### src/rtl/muldiv_if.sv
// Request/response bundle between the register-file read/write ports and
// the iterative multiply/divide unit.
interface muldiv_if #(
    parameter int WIDTH = 32
);
    logic             start;
    logic [1:0]       op;
    logic [WIDTH-1:0] operand_a;
    logic [WIDTH-1:0] operand_b;
    logic [4:0]       dest_reg;
    logic             busy;
    logic             done;
    logic [WIDTH-1:0] result;
    logic [4:0]       result_reg;

    modport master (
        output start, op, operand_a, operand_b, dest_reg,
        input  busy, done, result, result_reg
    );

    modport slave (
        input  start, op, operand_a, operand_b, dest_reg,
        output busy, done, result, result_reg
    );
endinterface

### src/rtl/muldiv_unit.sv
// Iterative unsigned multiply/divide: one iteration per cycle for WIDTH
// cycles, shift-add for MUL/MULHU and restoring division for DIVU/REMU.
// One pair of registers (hi/lo) is shared by both algorithms:
//   multiply: {hi[WIDTH-1:0], lo} is the product, lo starts as the multiplier
//   divide:   hi is the partial remainder, lo shifts the dividend out and the
//             quotient in
// op[1] selects divide, op[0] selects the hi half as the result.
module muldiv_unit #(
    parameter int WIDTH = 32
) (
    input  logic     clk,
    input  logic     reset_n,
    muldiv_if.slave  bus
);
    localparam int CW = $clog2(WIDTH) + 1;

    typedef enum logic [1:0] {IDLE, RUN, DONE} state_t;

    typedef struct packed {
        logic [1:0] op;
        logic [4:0] dst;
    } req_t;

    state_t           state_q, state_d;
    logic [CW-1:0]    cnt_q, cnt_d;
    req_t             req_q;
    logic [WIDTH-1:0] opnd_q;            // multiplicand (mul) or divisor (div)
    logic [WIDTH:0]   hi_q, hi_d;
    logic [WIDTH-1:0] lo_q, lo_d;
    logic [WIDTH-1:0] result_q;
    logic [4:0]       result_reg_q;

    logic             accept;
    logic             load_res;

    // single-iteration datapath
    logic [WIDTH:0]   mul_sum, mul_acc;
    logic [WIDTH:0]   div_shift, div_diff;
    logic             div_ge;
    logic [WIDTH:0]   iter_hi;
    logic [WIDTH-1:0] iter_lo;

    // One iteration of shift-add or restoring division, from the current regs
    always_comb begin
        // hi_q[WIDTH] is always 0 in multiply mode, so the full-width add is safe
        mul_sum   = hi_q + {1'b0, opnd_q};
        mul_acc   = lo_q[0] ? mul_sum : hi_q;
        // 33-bit working remainder: shift in the next dividend bit, then trial-subtract
        div_shift = {hi_q[WIDTH-1:0], lo_q[WIDTH-1]};
        div_diff  = div_shift - {1'b0, opnd_q};
        div_ge    = (div_shift >= {1'b0, opnd_q});
        if (req_q.op[1]) begin
            iter_hi = div_ge ? div_diff : div_shift;
            iter_lo = {lo_q[WIDTH-2:0], div_ge};
        end else begin
            iter_hi = {1'b0, mul_acc[WIDTH:1]};
            iter_lo = {mul_acc[0], lo_q[WIDTH-1:1]};
        end
    end

    // State register
    always_ff @(posedge clk or negedge reset_n) begin
        if (!reset_n) state_q <= IDLE;
        else          state_q <= state_d;
    end

    // Next state, counter and datapath next values
    always_comb begin
        state_d  = state_q;
        cnt_d    = cnt_q;
        hi_d     = hi_q;
        lo_d     = lo_q;
        accept   = 1'b0;
        load_res = 1'b0;
        unique case (state_q)
            IDLE: begin
                if (bus.start) begin
                    accept  = 1'b1;
                    state_d = RUN;
                    cnt_d   = '0;
                    hi_d    = '0;
                    lo_d    = bus.op[1] ? bus.operand_a : bus.operand_b;
                end
            end
            RUN: begin
                cnt_d = cnt_q + CW'(1);
                hi_d  = iter_hi;
                lo_d  = iter_lo;
                if (cnt_q == CW'(WIDTH - 1)) begin
                    state_d  = DONE;
                    load_res = 1'b1;
                end
            end
            DONE:    state_d = IDLE;
            default: state_d = IDLE;
        endcase
    end

    // Datapath, counter and captured request; operands are frozen at accept
    always_ff @(posedge clk or negedge reset_n) begin
        if (!reset_n) begin
            cnt_q  <= '0;
            hi_q   <= '0;
            lo_q   <= '0;
            opnd_q <= '0;
            req_q  <= '0;
        end else begin
            cnt_q <= cnt_d;
            hi_q  <= hi_d;
            lo_q  <= lo_d;
            if (accept) begin
                opnd_q    <= bus.op[1] ? bus.operand_b : bus.operand_a;
                req_q.op  <= bus.op;
                req_q.dst <= bus.dest_reg;
            end
        end
    end

    // Result registers load on the last iteration so they are valid during DONE
    always_ff @(posedge clk or negedge reset_n) begin
        if (!reset_n) begin
            result_q     <= '0;
            result_reg_q <= '0;
        end else if (load_res) begin
            result_q     <= req_q.op[0] ? iter_hi[WIDTH-1:0] : iter_lo;
            result_reg_q <= req_q.dst;
        end
    end

    assign bus.busy       = (state_q != IDLE);
    assign bus.done       = (state_q == DONE);
    assign bus.result     = result_q;
    assign bus.result_reg = result_reg_q;

endmodule

### src/flat_wrapper.sv
// flat-port wrapper written by rule: the top's interface ports become plain ports
module muldiv_unit_flat 
#(
    parameter int WIDTH = 32
)
  (clk, reset_n, bus_start, bus_op, bus_operand_a, bus_operand_b, bus_dest_reg, bus_busy, bus_done, bus_result, bus_result_reg);
  muldiv_if #(.WIDTH(WIDTH)) bus_i ();
  input  logic clk;
  input  logic reset_n;
  input wire logic [$bits(bus_i.start)-1:0] bus_start;
  input wire logic [$bits(bus_i.op)-1:0] bus_op;
  input wire logic [$bits(bus_i.operand_a)-1:0] bus_operand_a;
  input wire logic [$bits(bus_i.operand_b)-1:0] bus_operand_b;
  input wire logic [$bits(bus_i.dest_reg)-1:0] bus_dest_reg;
  output wire logic [$bits(bus_i.busy)-1:0] bus_busy;
  output wire logic [$bits(bus_i.done)-1:0] bus_done;
  output wire logic [$bits(bus_i.result)-1:0] bus_result;
  output wire logic [$bits(bus_i.result_reg)-1:0] bus_result_reg;
  assign bus_i.start = bus_start;
  assign bus_i.op = bus_op;
  assign bus_i.operand_a = bus_operand_a;
  assign bus_i.operand_b = bus_operand_b;
  assign bus_i.dest_reg = bus_dest_reg;
  assign bus_busy = bus_i.busy;
  assign bus_done = bus_i.done;
  assign bus_result = bus_i.result;
  assign bus_result_reg = bus_i.result_reg;
  muldiv_unit #(.WIDTH(WIDTH)) u_core (.clk(clk), .reset_n(reset_n), .bus(bus_i));
endmodule
### config.mk
export PLATFORM = sky130hd
export DESIGN_NAME = muldiv_unit_flat
export DESIGN_NICKNAME = d
export VERILOG_FILES = /design/src/rtl/muldiv_if.sv /design/src/rtl/muldiv_unit.sv /design/src/flat_wrapper.sv
export SDC_FILE = /design/constraint.sdc
export NUM_CORES = 1
export LEC_CHECK = 0
export CAP_MARGIN = 15
export CORE_MARGIN = 2
export CORE_UTILIZATION = 45
export CTS_BUF_LIST = sky130_fd_sc_hd__clkbuf_16
export DETAILED_ROUTE_END_ITERATION = 10
export PLACE_DENSITY = 0.65
export SYNTH_ARGS = -nofsm -noshare
export SYNTH_HDL_FRONTEND = slang
export SYNTH_SLANG_ARGS = --single-unit
### constraint.sdc
create_clock -name clk -period 5.3 [get_ports clk]
set_input_delay 1.59 -clock clk [delete_from_list [all_inputs] [get_ports clk]]
set_output_delay 1.59 -clock clk [all_outputs]
set_load 0.03 [all_outputs]
==> run metrics, run 1 <==
critical path's top delay family compound AO/OA/AOI/OAI gates; min Tclk post-route just under 4 ns; Filler Cell Count 2,412; synthesis-to-layout area growth 16.61%; Worst Path Buf+Inv 2; Inserted Clock Buffers 17; router iterations before antenna repair 5; Die Area 0.02682 mm2; Worst-Skew Late Latency 0.44 ns; initial antenna violation count 0; worst endpoint required time 5.62 ns; CP endpoint u_core.bus.result[9]; cell-by-cell trace of the critical path inv_1 > ha_1 > nand4_1 > a21oi_1 > a211oi_1 > o31ai_2 > a21o_1 > buf_4 > mux2i_1 > a211oi_1 > nor3_1 > nor2_1; P_leak 5.825 nW; fmax 252.5 MHz; PD cells 700.9 mW/mm2; Synth Area in XOR/XNOR 0.04118; number of global-route vias before repair just over 10k; detailed-route via count 10.86k; Levels on crit path 12; Simple-Gate Fraction of Synth Area 0.1470; largest area contributor in the netlist dfrtp_1; Worst path most repeated cell a211oi_1; DRT Wirelength about 37,000 um; Seq pwr share 0.222; Root Buffer Master clkbuf_16; main flop type after synthesis dfrtp_1; status complete, no violations; largest stage delay on the critical path 0.49 ns; RSZ-0062 raised after global routing no; layout cells sized above 1 0.05069; Logic pwr share 0.651; share of the synthesized area in the top cell type 0.3247; Hold Crit Class flip-flop to flip-flop; Final Max Slew Viols 0; cell count after synthesis 1,369; Worst R2R End u_core.bus.result[9]; Layout Nets around 1.6k; Worst-path clk slew 0.07 ns; Area contributors post-synth dfrtp_1, mux2i_1, ha_1; Worst Setup Start Kind flip-flop; vias per inst 6.137; antenna violation net count after detailed routing 0; Overall Power 0.009387 W; syn_nets around 1.5k; number of port buffers 112; post-CTS sizing 0; CP Class flip-flop to flip-flop; Final period util 0.7474; clk sinks 149; Worst setup EP type flip-flop; post-CTS setup buffer count 0; Worst VDD drop 320.4 uV; H-tree levels 4; count leader, synth nand2_1; Final Hold Fails 0; IO Count about 110; NetSw 0.004732 W; yosys warns 0; WL/cell approximately 21 um; Switching Fraction 0.5041; hold_ws 0.4820 ns; Slowest-stage cell, CP dfrtp_1; Worst Setup SP u_core.opnd_q[5]; syn avg cell area 8.389 um2; hold_buf cts 0; cell row count slightly below 60; initial core utilization 0.4574; max_slew headroom 0.2721; GRT Total Usage 0.2843; synth cell count leaders nand2_1, dfrtp_1, a21oi_1; post-synthesis compound-gate area fraction 0.2532; FFs w/ async S/R, synth 1.000; reg-to-reg startpoint u_core.opnd_q[5]; Die Span Y 163.8 um; largest family of logic cells by synthesized area compound AO/OA/AOI/OAI gates; GRT overflow 0; Largest register FFs 37; worst-margin pin slew 1.089 ns; max-cap violations 0; first-pass GRT wire length 58,770 um; DP HPWL 27,260 um; register area share after synthesis 0.3247; Ant. Diodes 0; Final Setup Violations 0; Residual DRC 0; CP arrival approximately 4.3 ns; internal cell power ~0.0047 W; Reg2Reg Depth 12; post-synth cell types 75; Clk pwr share 0.128; Detailed Route Iter0 Violations 847; Clock Skews 0.01660 ns; Cell Area, Synth 0.01148 mm2; mux cell area share after synthesis 0.1125; Post-Synth Adder-Cell Area 0.07430; #FFs+latches synth 149; die width 163.8 um; setup slack, reg-to-reg 1.34 ns; EDFF count, synth 0; TNS Setup 0 ns; Placer Congestion 0.9958; largest net degree at the start of global routing 93; crit path max fanout 24; CTS tree done; Clock Tree Buf Depth 2; CORE AREA 0.02511 mm2
-- worst register-to-register path, stage by stage, from the launching register on --
cell and delay (ns):
dfrtp_1 0.49, inv_1 0.09, ha_1 0.37, nand4_1 0.17
a21oi_1 0.29, a211oi_1 0.20, o31ai_2 0.48, a21o_1 0.44
buf_4 0.40, mux2i_1 0.41, a211oi_1 0.15, nor3_1 0.29
nor2_1 0.07
-- cell usage in the layout (no fill, tap or decap), drive strengths merged, types with 23 or more instances in the layout --
cell           netlist  routed
mux2i              119     119
a221oi              24      24
clkdlybuf4s50        0     110
nand3               23      23
ha                  65      65
xnor2               30      30
dfrtp              149     149
a21oi              127     127
nor2                98      98
nor3                23      23
xor2                24      24
o21ai              121     121
inv                 51      59
nand2              167     167
-- power groups by stage --
| stage | Sequential, W | Combinational (W) | Clock, W |
|---|---|---|---|
| 6_report | 0.00208 | 0.00611 | 0.00120 |
| 3_3_place_gp | 0.00208 | 0.00593 | 0 |
| 3_5_place_dp | 0.00208 | 0.00596 | 0 |
| 2_1_floorplan | 0.00184 | 0.00463 | 0 |
| 5_1_grt | 0.00212 | 0.00673 | 0.00125 |
| 4_1_cts | 0.00206 | 0.00601 | 0.00121 |
-- cell families (layout without fill, tap and decap cells) --
family | Yosys count | after routing
multiplexers | 127 | 127
flip-flops | 149 | 149
buffers and inverters | 141 | 212
XOR/XNOR | 54 | 54
AO/OA/AOI/OAI | 451 | 451
AND/OR/NAND/NOR | 380 | 380
adder cells (fa/ha/maj) | 67 | 67
-- cell type report --
type	instances	area [um2]	area share
Clock inverter	15	141.4	0.01056
Multi-Input combinational cell	1079	7236	0.5403
Inverter	53	198.9	0.01485
Tap cell	330	412.9	0.03083
Timing Repair Buffer	127	1245	0.09296
Clock buffer	17	425.4	0.03176
Sequential cell	149	3734	0.2788
-- worst min path at each step --
stage	from	endpoint	cells after the start
floorplan	u_core.req_q[0]	u_core.bus.result_reg[0]	2
global placement	u_core.req_q[4]	u_core.req_q[4]	2
detailed placement	u_core.req_q[0]	u_core.bus.result_reg[0]	2
CTS	u_core.req_q[2]	u_core.bus.result_reg[2]	2
global route	u_core.req_q[2]	u_core.req_q[2]	2
finish	u_core.req_q[2]	u_core.bus.result_reg[2]	2
-- per-stage QoR --
stage          utilization  instances  instance area [um2]  worst slack, ns
6_report            0.5334       1770                13390            1.339
5_1_grt             0.5334       1770                13390            1.116
4_1_cts             0.5334       1770                13390            1.383
3_5_place_dp        0.5108       1738                12830            1.405
3_3_place_gp        0.5108       1738                12830            1.464
2_1_floorplan            -       1369                11480            2.079
-- per-layer routing --
layer | vias up | track usage | wire length (um)
met3 | 46 | 0.06237 | 3301
li1 | 5130 | - | -
met5 | - | 0 | 0
met1 | 5225 | 0.4285 | 17620
met4 | 0 | 0.07057 | 648
met2 | 461 | 0.4116 | 15870
Note: power is estimated with default switching activity, not from simulation.
==> run 2: changes to the inputs <==
- PLACE_DENSITY: 0.65 -> 0.68
- clock period: 5.3 -> 3.2 ns (I/O delays scaled with it)
==> run metrics, run 2 (synthesis gave the netlist of run 1 again) <==
number of port buffers 112; WL/cell 21.01 um; failing checks negative setup slack; RSZ-0062 raised after global routing yes; area occupied by multi-input gates around 0.0078 mm2; max-cap violations 0; clk sinks roughly 150; GRT Total Usage 0.3074; hold_buf cts 0; Final Setup Violations 3; synthesis-to-layout area growth 35.57%; Clock Skews 0.01601 ns; layout cells sized above 1 0.2309; initial core utilization 0.4574; Worst setup EP type flip-flop; Die Span Y around 160 um; Largest register FFs 37; router iterations before antenna repair 6; number of global-route vias before repair 11.21k; critical path's top delay family compound AO/OA/AOI/OAI gates; Final Cell Area 0.01557 mm2; Inserted Clock Buffers 17; PD cells ~1300 mW/mm2; max_slew headroom 0.5226; Filler Cell Count 2,206; Worst Path Buf+Inv 1; detailed-route via count ~12k; Worst-Skew Late Latency 0.44 ns; Final Hold Fails 0; largest net degree at the start of global routing 69; fmax 306.9 MHz; CORE AREA 0.02511 mm2; antenna violation net count after detailed routing 0; FF+latch area ~0.0037 mm2; Layout Nets 1,774; crit path max fanout 3; cell row count 58; commonest non-fill, non-tap cell in the layout buf_4; die width 163.8 um; Worst VDD drop 524.8 uV; initial antenna violation count 0; P_leak 6.887 nW; Residual DRC 0; first-pass GRT wire length 63,000 um; DP HPWL 31,040 um; IO Count between 100 and 150; most frequent cells in the layout buf_4, nand2_1, dfrtp_1; Ant. Diodes 0; pre-CTS WS -0.2356 ns; status finished, violations left; worst-margin pin slew 0.7144 ns; Die Area 0.02682 mm2; Final period util 1.018; CP arrival approximately 3.6 ns; final worst setup slack -0.05887 ns; H-tree levels 4; Hold Crit Class flip-flop to flip-flop; Root Buffer Master clkbuf_16; Slowest-stage cell, CP or4b_4; Overall Power 0.01950 W; Worst-path clk slew 0.07 ns; CTS tree done; worst endpoint required time roughly 3.5 ns; DRT Wirelength 41,520 um; vias per inst roughly 6.0; Final Max Slew Viols 0; CP Class flip-flop to flip-flop; Worst Setup Start Kind flip-flop; Placement Cell Area 0.01417 mm2; Detailed Route Iter0 Violations just over 1k; cell-by-cell trace of the critical path ha_4 > inv_2 > fa_2 > nor2b_4 > o31a_1 > o2111a_2 > or4b_4 > a31oi_4 > o2111a_1 > o21ai_1 > xor2_1 > a211o_1 > a22o_1; largest stage delay on the critical path 0.53 ns; Clock Tree Buf Depth 2; min Tclk post-route 3.259 ns; GRT overflow 0; Placer Congestion 0.9648
-- run 2: cell count changes in the layout (fill, tap and decap cells not counted), moves of 6 or more --
cell,previous run,this run
a21oi_2,1,15
buf_4,15,211
inv_1,50,38
buf_6,1,9
ha_1,65,45
a21oi_1,126,110
ha_4,0,16
a211oi_1,19,12
inv_2,1,13
a211oi_2,0,6
-- run 2: worst register-to-register path, delay by kind of cell, from the launching register on --
kind / cells / cell delay, ns
flip-flops: 1 / 0.42
adder cells (fa/ha/maj): 2 / 0.40
XOR/XNOR: 1 / 0.16
buffers and inverters: 1 / 0.05
AO/OA/AOI/OAI: 7 / 1.55
AND/OR/NAND/NOR: 2 / 0.58
-- run 2: worst paths after layout --
path                             startpoint                  endpoint  slack, ns  cells past startpoint
setup / recovery           u_core.opnd_q[0]           u_core.hi_q[29]      -0.06                     13
hold / removal              u_core.req_q[1]  u_core.bus.result_reg[1]       0.47                      2
setup reg to reg           u_core.opnd_q[0]           u_core.hi_q[29]      -0.06                     13
hold reg to reg             u_core.req_q[1]  u_core.bus.result_reg[1]       0.47                      2
max in group asynchronous           reset_n            u_core.hi_q[6]       1.94                      2
min in group asynchronous           reset_n           u_core.cnt_q[0]       0.52                      1
-- run 2: area by class of cell --
cell class	count	area share
inverters	53	0.01278
repair buffers	333	0.1828
well taps	330	0.02652
clock buffers	17	0.02732
flip-flops and latches	149	0.2400
multi-input cells	1079	0.5017
clock inverters	15	0.008840
-- run 2: per-stage QoR --
step             util  setup TNS, ns  hold slack (ns)  std cells
2_1_floorplan       -              0           0.4386       1369
3_3_place_gp   0.5643        -0.4834           0.4429       1913
3_5_place_dp   0.5643         -1.390           0.4579       1913
4_1_cts        0.5928       -0.09946           0.4726       1955
5_1_grt        0.6201         -1.824           0.4959       1976
6_report       0.6201       -0.07172           0.4706       1976
-- run 2: routing by layer --
metal / up-vias / track usage / part of all wire / wire (um)
met5: - / 0 / 0 / 0
met4: 0 / 0.08054 / 0.022 / 896
met3: 63 / 0.09217 / 0.11 / 4399
met2: 564 / 0.4360 / 0.42 / 17260
met1: 5645 / 0.4536 / 0.46 / 18960
li1: 5544 / - / - / -
-- run 2: what timing repair did --
| action | 4_1_cts | 5_1_grt |
|---|---|---|
| hold endpoints to repair | 0 | 0 |
| resized for setup | 17 | 109 |
| pin swaps | 9 | 43 |
| buffers inserted | 10 | 24 |
| endpoints found under the setup margin | 25 | 64 |
-- run 2: where the power goes --
part	internal [W]	total [W]	switching, W
registers	0.00253	0.00328	0.000744
clock network	0.00103	0.00199	0.000960
logic	0.00670	0.0142	0.00754
==> run 3: changes to the inputs <==
- CORE_UTILIZATION: 45 -> 46
- PLACE_DENSITY: 0.68 -> 0.69
==> run metrics, run 3 (synthesis gave the netlist of run 1 again) <==
Ant. Diodes 0; router iterations before antenna repair 6; P_leak 6.735 nW; number of global-route vias before repair 11.42k; cell row count between 50 and 60; max-cap violations 0; CTS tree done; met2 routed wirelength 17,330 um; GRT overflow 0; Layout Nets ~1.7k; CORE AREA 0.02439 mm2; Max Used Layer met5; Final Cell Area about 0.015 mm2; first-pass GRT wire length 63,290 um; Logic pwr share 0.715; Placement Cell Area 0.01415 mm2; Die Span Y 162.0 um; met3 wire len 4123 um; fmax slightly above 300 MHz; die width 162.0 um; Clk pwr share 0.109; synthesis-to-layout area growth 30.82%; PD cells 1244 mW/mm2; largest stage delay on the critical path 0.53 ns; CP Class flip-flop to flip-flop; final worst setup slack -0.1076 ns; Worst VDD drop a little under 500 uV; worst endpoint required time 3.52 ns; IO Count 113; WL/cell 21.01 um; worst-margin pin slew around 0.74 ns; Final Max Slew Viols 0; DP HPWL 30,600 um; Root Buffer Master clkbuf_16; vias per inst a little over 6; Metal-1 WL approximately 18,000 um; RSZ-0062 raised after global routing yes; clk sinks 149; largest net degree at the start of global routing 76; pre-CTS WS -0.1459 ns; crit path max fanout 3; internal cell power 0.009754 W; GRT Total Usage 0.3103; Seq pwr share 0.176; H-tree levels 4; Finished Layout Cells slightly below 2k; Hold Crit Class input port to async pin; Switching Fraction 0.4782; initial antenna violation count 2; cell-by-cell trace of the critical path ha_2 > inv_2 > fa_2 > nor2b_4 > o31a_1 > o2111a_2 > or4b_4 > a31oi_4 > o2111a_1 > o21ai_2 > xor2_2 > a211o_1 > a22o_1; Residual DRC 0; detailed-route via count 11.77k; min Tclk post-route 3.308 ns; Detailed Route Iter0 Violations 1,037; DRT Wirelength roughly 40,000 um; Worst setup EP type flip-flop; Largest register FFs 37; Worst-path clk slew 0.08 ns; Die Area 0.02625 mm2; Worst-Skew Late Latency 0.44 ns; most frequent cells in the layout buf_4, nand2_1, dfrtp_1; number of port buffers 112; Clock Tree Buf Depth 2; Worst Path Buf+Inv 1; layout cells sized above 1 0.1800; Final Setup Violations 6; Slowest-stage cell, CP or4b_4; Final Hold Fails 0; failing checks negative setup slack; initial core utilization 0.4709; Inserted Clock Buffers 17; commonest non-fill, non-tap cell in the layout buf_4; Clock Skews roughly 0.015 ns; Final period util 1.034; CP arrival 3.63 ns; NetSw ~0.0089 W; hold_buf cts 0; Placer Congestion 0.9618; antenna violation net count after detailed routing 0; DP Cell Count 1,902; status finished, violations left; Worst Setup Start Kind flip-flop; hold_ws 0.4457 ns; critical path's top delay family compound AO/OA/AOI/OAI gates; max_slew headroom 0.5065
==> run 3: cell count changes in the layout (fill, tap and decap cells not counted), sizes merged <==
cell,change
clkinv,+4
clkinvlp,-1
inv,-3
clkbuf,+1
buf,-30
==> run 3: metal layers <==
| layer | GRT usage | vias to the layer above |
|---|---|---|
| li1 | - | 5484 |
| met1 | 0.4588 | 5683 |
| met2 | 0.4491 | 538 |
| met3 | 0.07610 | 66 |
| met4 | 0.08970 | 2 |
| met5 | 0 | - |
==> run 3: path summary, 6_finish.rpt <==
| kind | from | endpoint | slack (ns) | depth (start not counted) |
|---|---|---|---|---|
| min | reset_n | u_core.req_q[1] | 0.45 | 1 |
| min in group clk | u_core.req_q[2] | u_core.bus.result_reg[2] | 0.47 | 2 |
| min reg2reg | u_core.req_q[2] | u_core.bus.result_reg[2] | 0.47 | 2 |
| max | u_core.hi_q[0] | u_core.hi_q[29] | -0.11 | 13 |
| max reg2reg | u_core.hi_q[0] | u_core.hi_q[29] | -0.11 | 13 |
| max in group asynchronous | reset_n | u_core.req_q[5] | 2.06 | 2 |
==> run 3: worst register-to-register path: stages (launching register included) <==
cell and delay, ns:
dfrtp_1 0.39, ha_2 0.20, inv_2 0.05, fa_2 0.21, nor2b_4 0.05, o31a_1 0.27, o2111a_2 0.30, or4b_4 0.53
a31oi_4 0.21, o2111a_1 0.21, o21ai_2 0.08, xor2_2 0.16, a211o_1 0.32, a22o_1 0.22
==> run 3: metrics by stage <==
stage / util / power (W) / TNS, ns
floorplan: - / 0.01071 / 0
global placement: 0.5801 / 0.01542 / -0.2426
detailed placement: 0.5801 / 0.01558 / -0.6876
CTS: 0.6065 / 0.01782 / -0.1554
global route: 0.6160 / 0.01992 / -4.539
finish: 0.6160 / 0.01869 / -0.2550
==> run 3: cell type report <==
| cell class | count | area, um2 |
|---|---|---|
| clock inverter | 15 | 166.4 |
| clock buffer | 17 | 425.4 |
| fill | 2081 | 9366 |
| multi-input combinational | 1079 | 7453 |
| sequential | 149 | 3734 |
| tap | 324 | 405.4 |
| timing repair buffer | 304 | 2641 |
| inverter | 53 | 198.9 |
==> run 3: power by group through the flow <==
stage,sequential [W],clock [W],combinational [W]
3_3_place_gp,0.00325,0,0.0122
2_1_floorplan,0.00304,0,0.00767
3_5_place_dp,0.00328,0,0.0123
4_1_cts,0.00325,0.00205,0.0125
6_report,0.00329,0.00204,0.0134
5_1_grt,0.00336,0.00213,0.0144
==> run 3: timing repair <==
action | CTS | global route
pin swaps | 5 | 6
gates cloned | 0 | 1
resized for setup | 10 | 34
setup endpoints to repair | 15 | 62
buffers inserted | 2 | 4
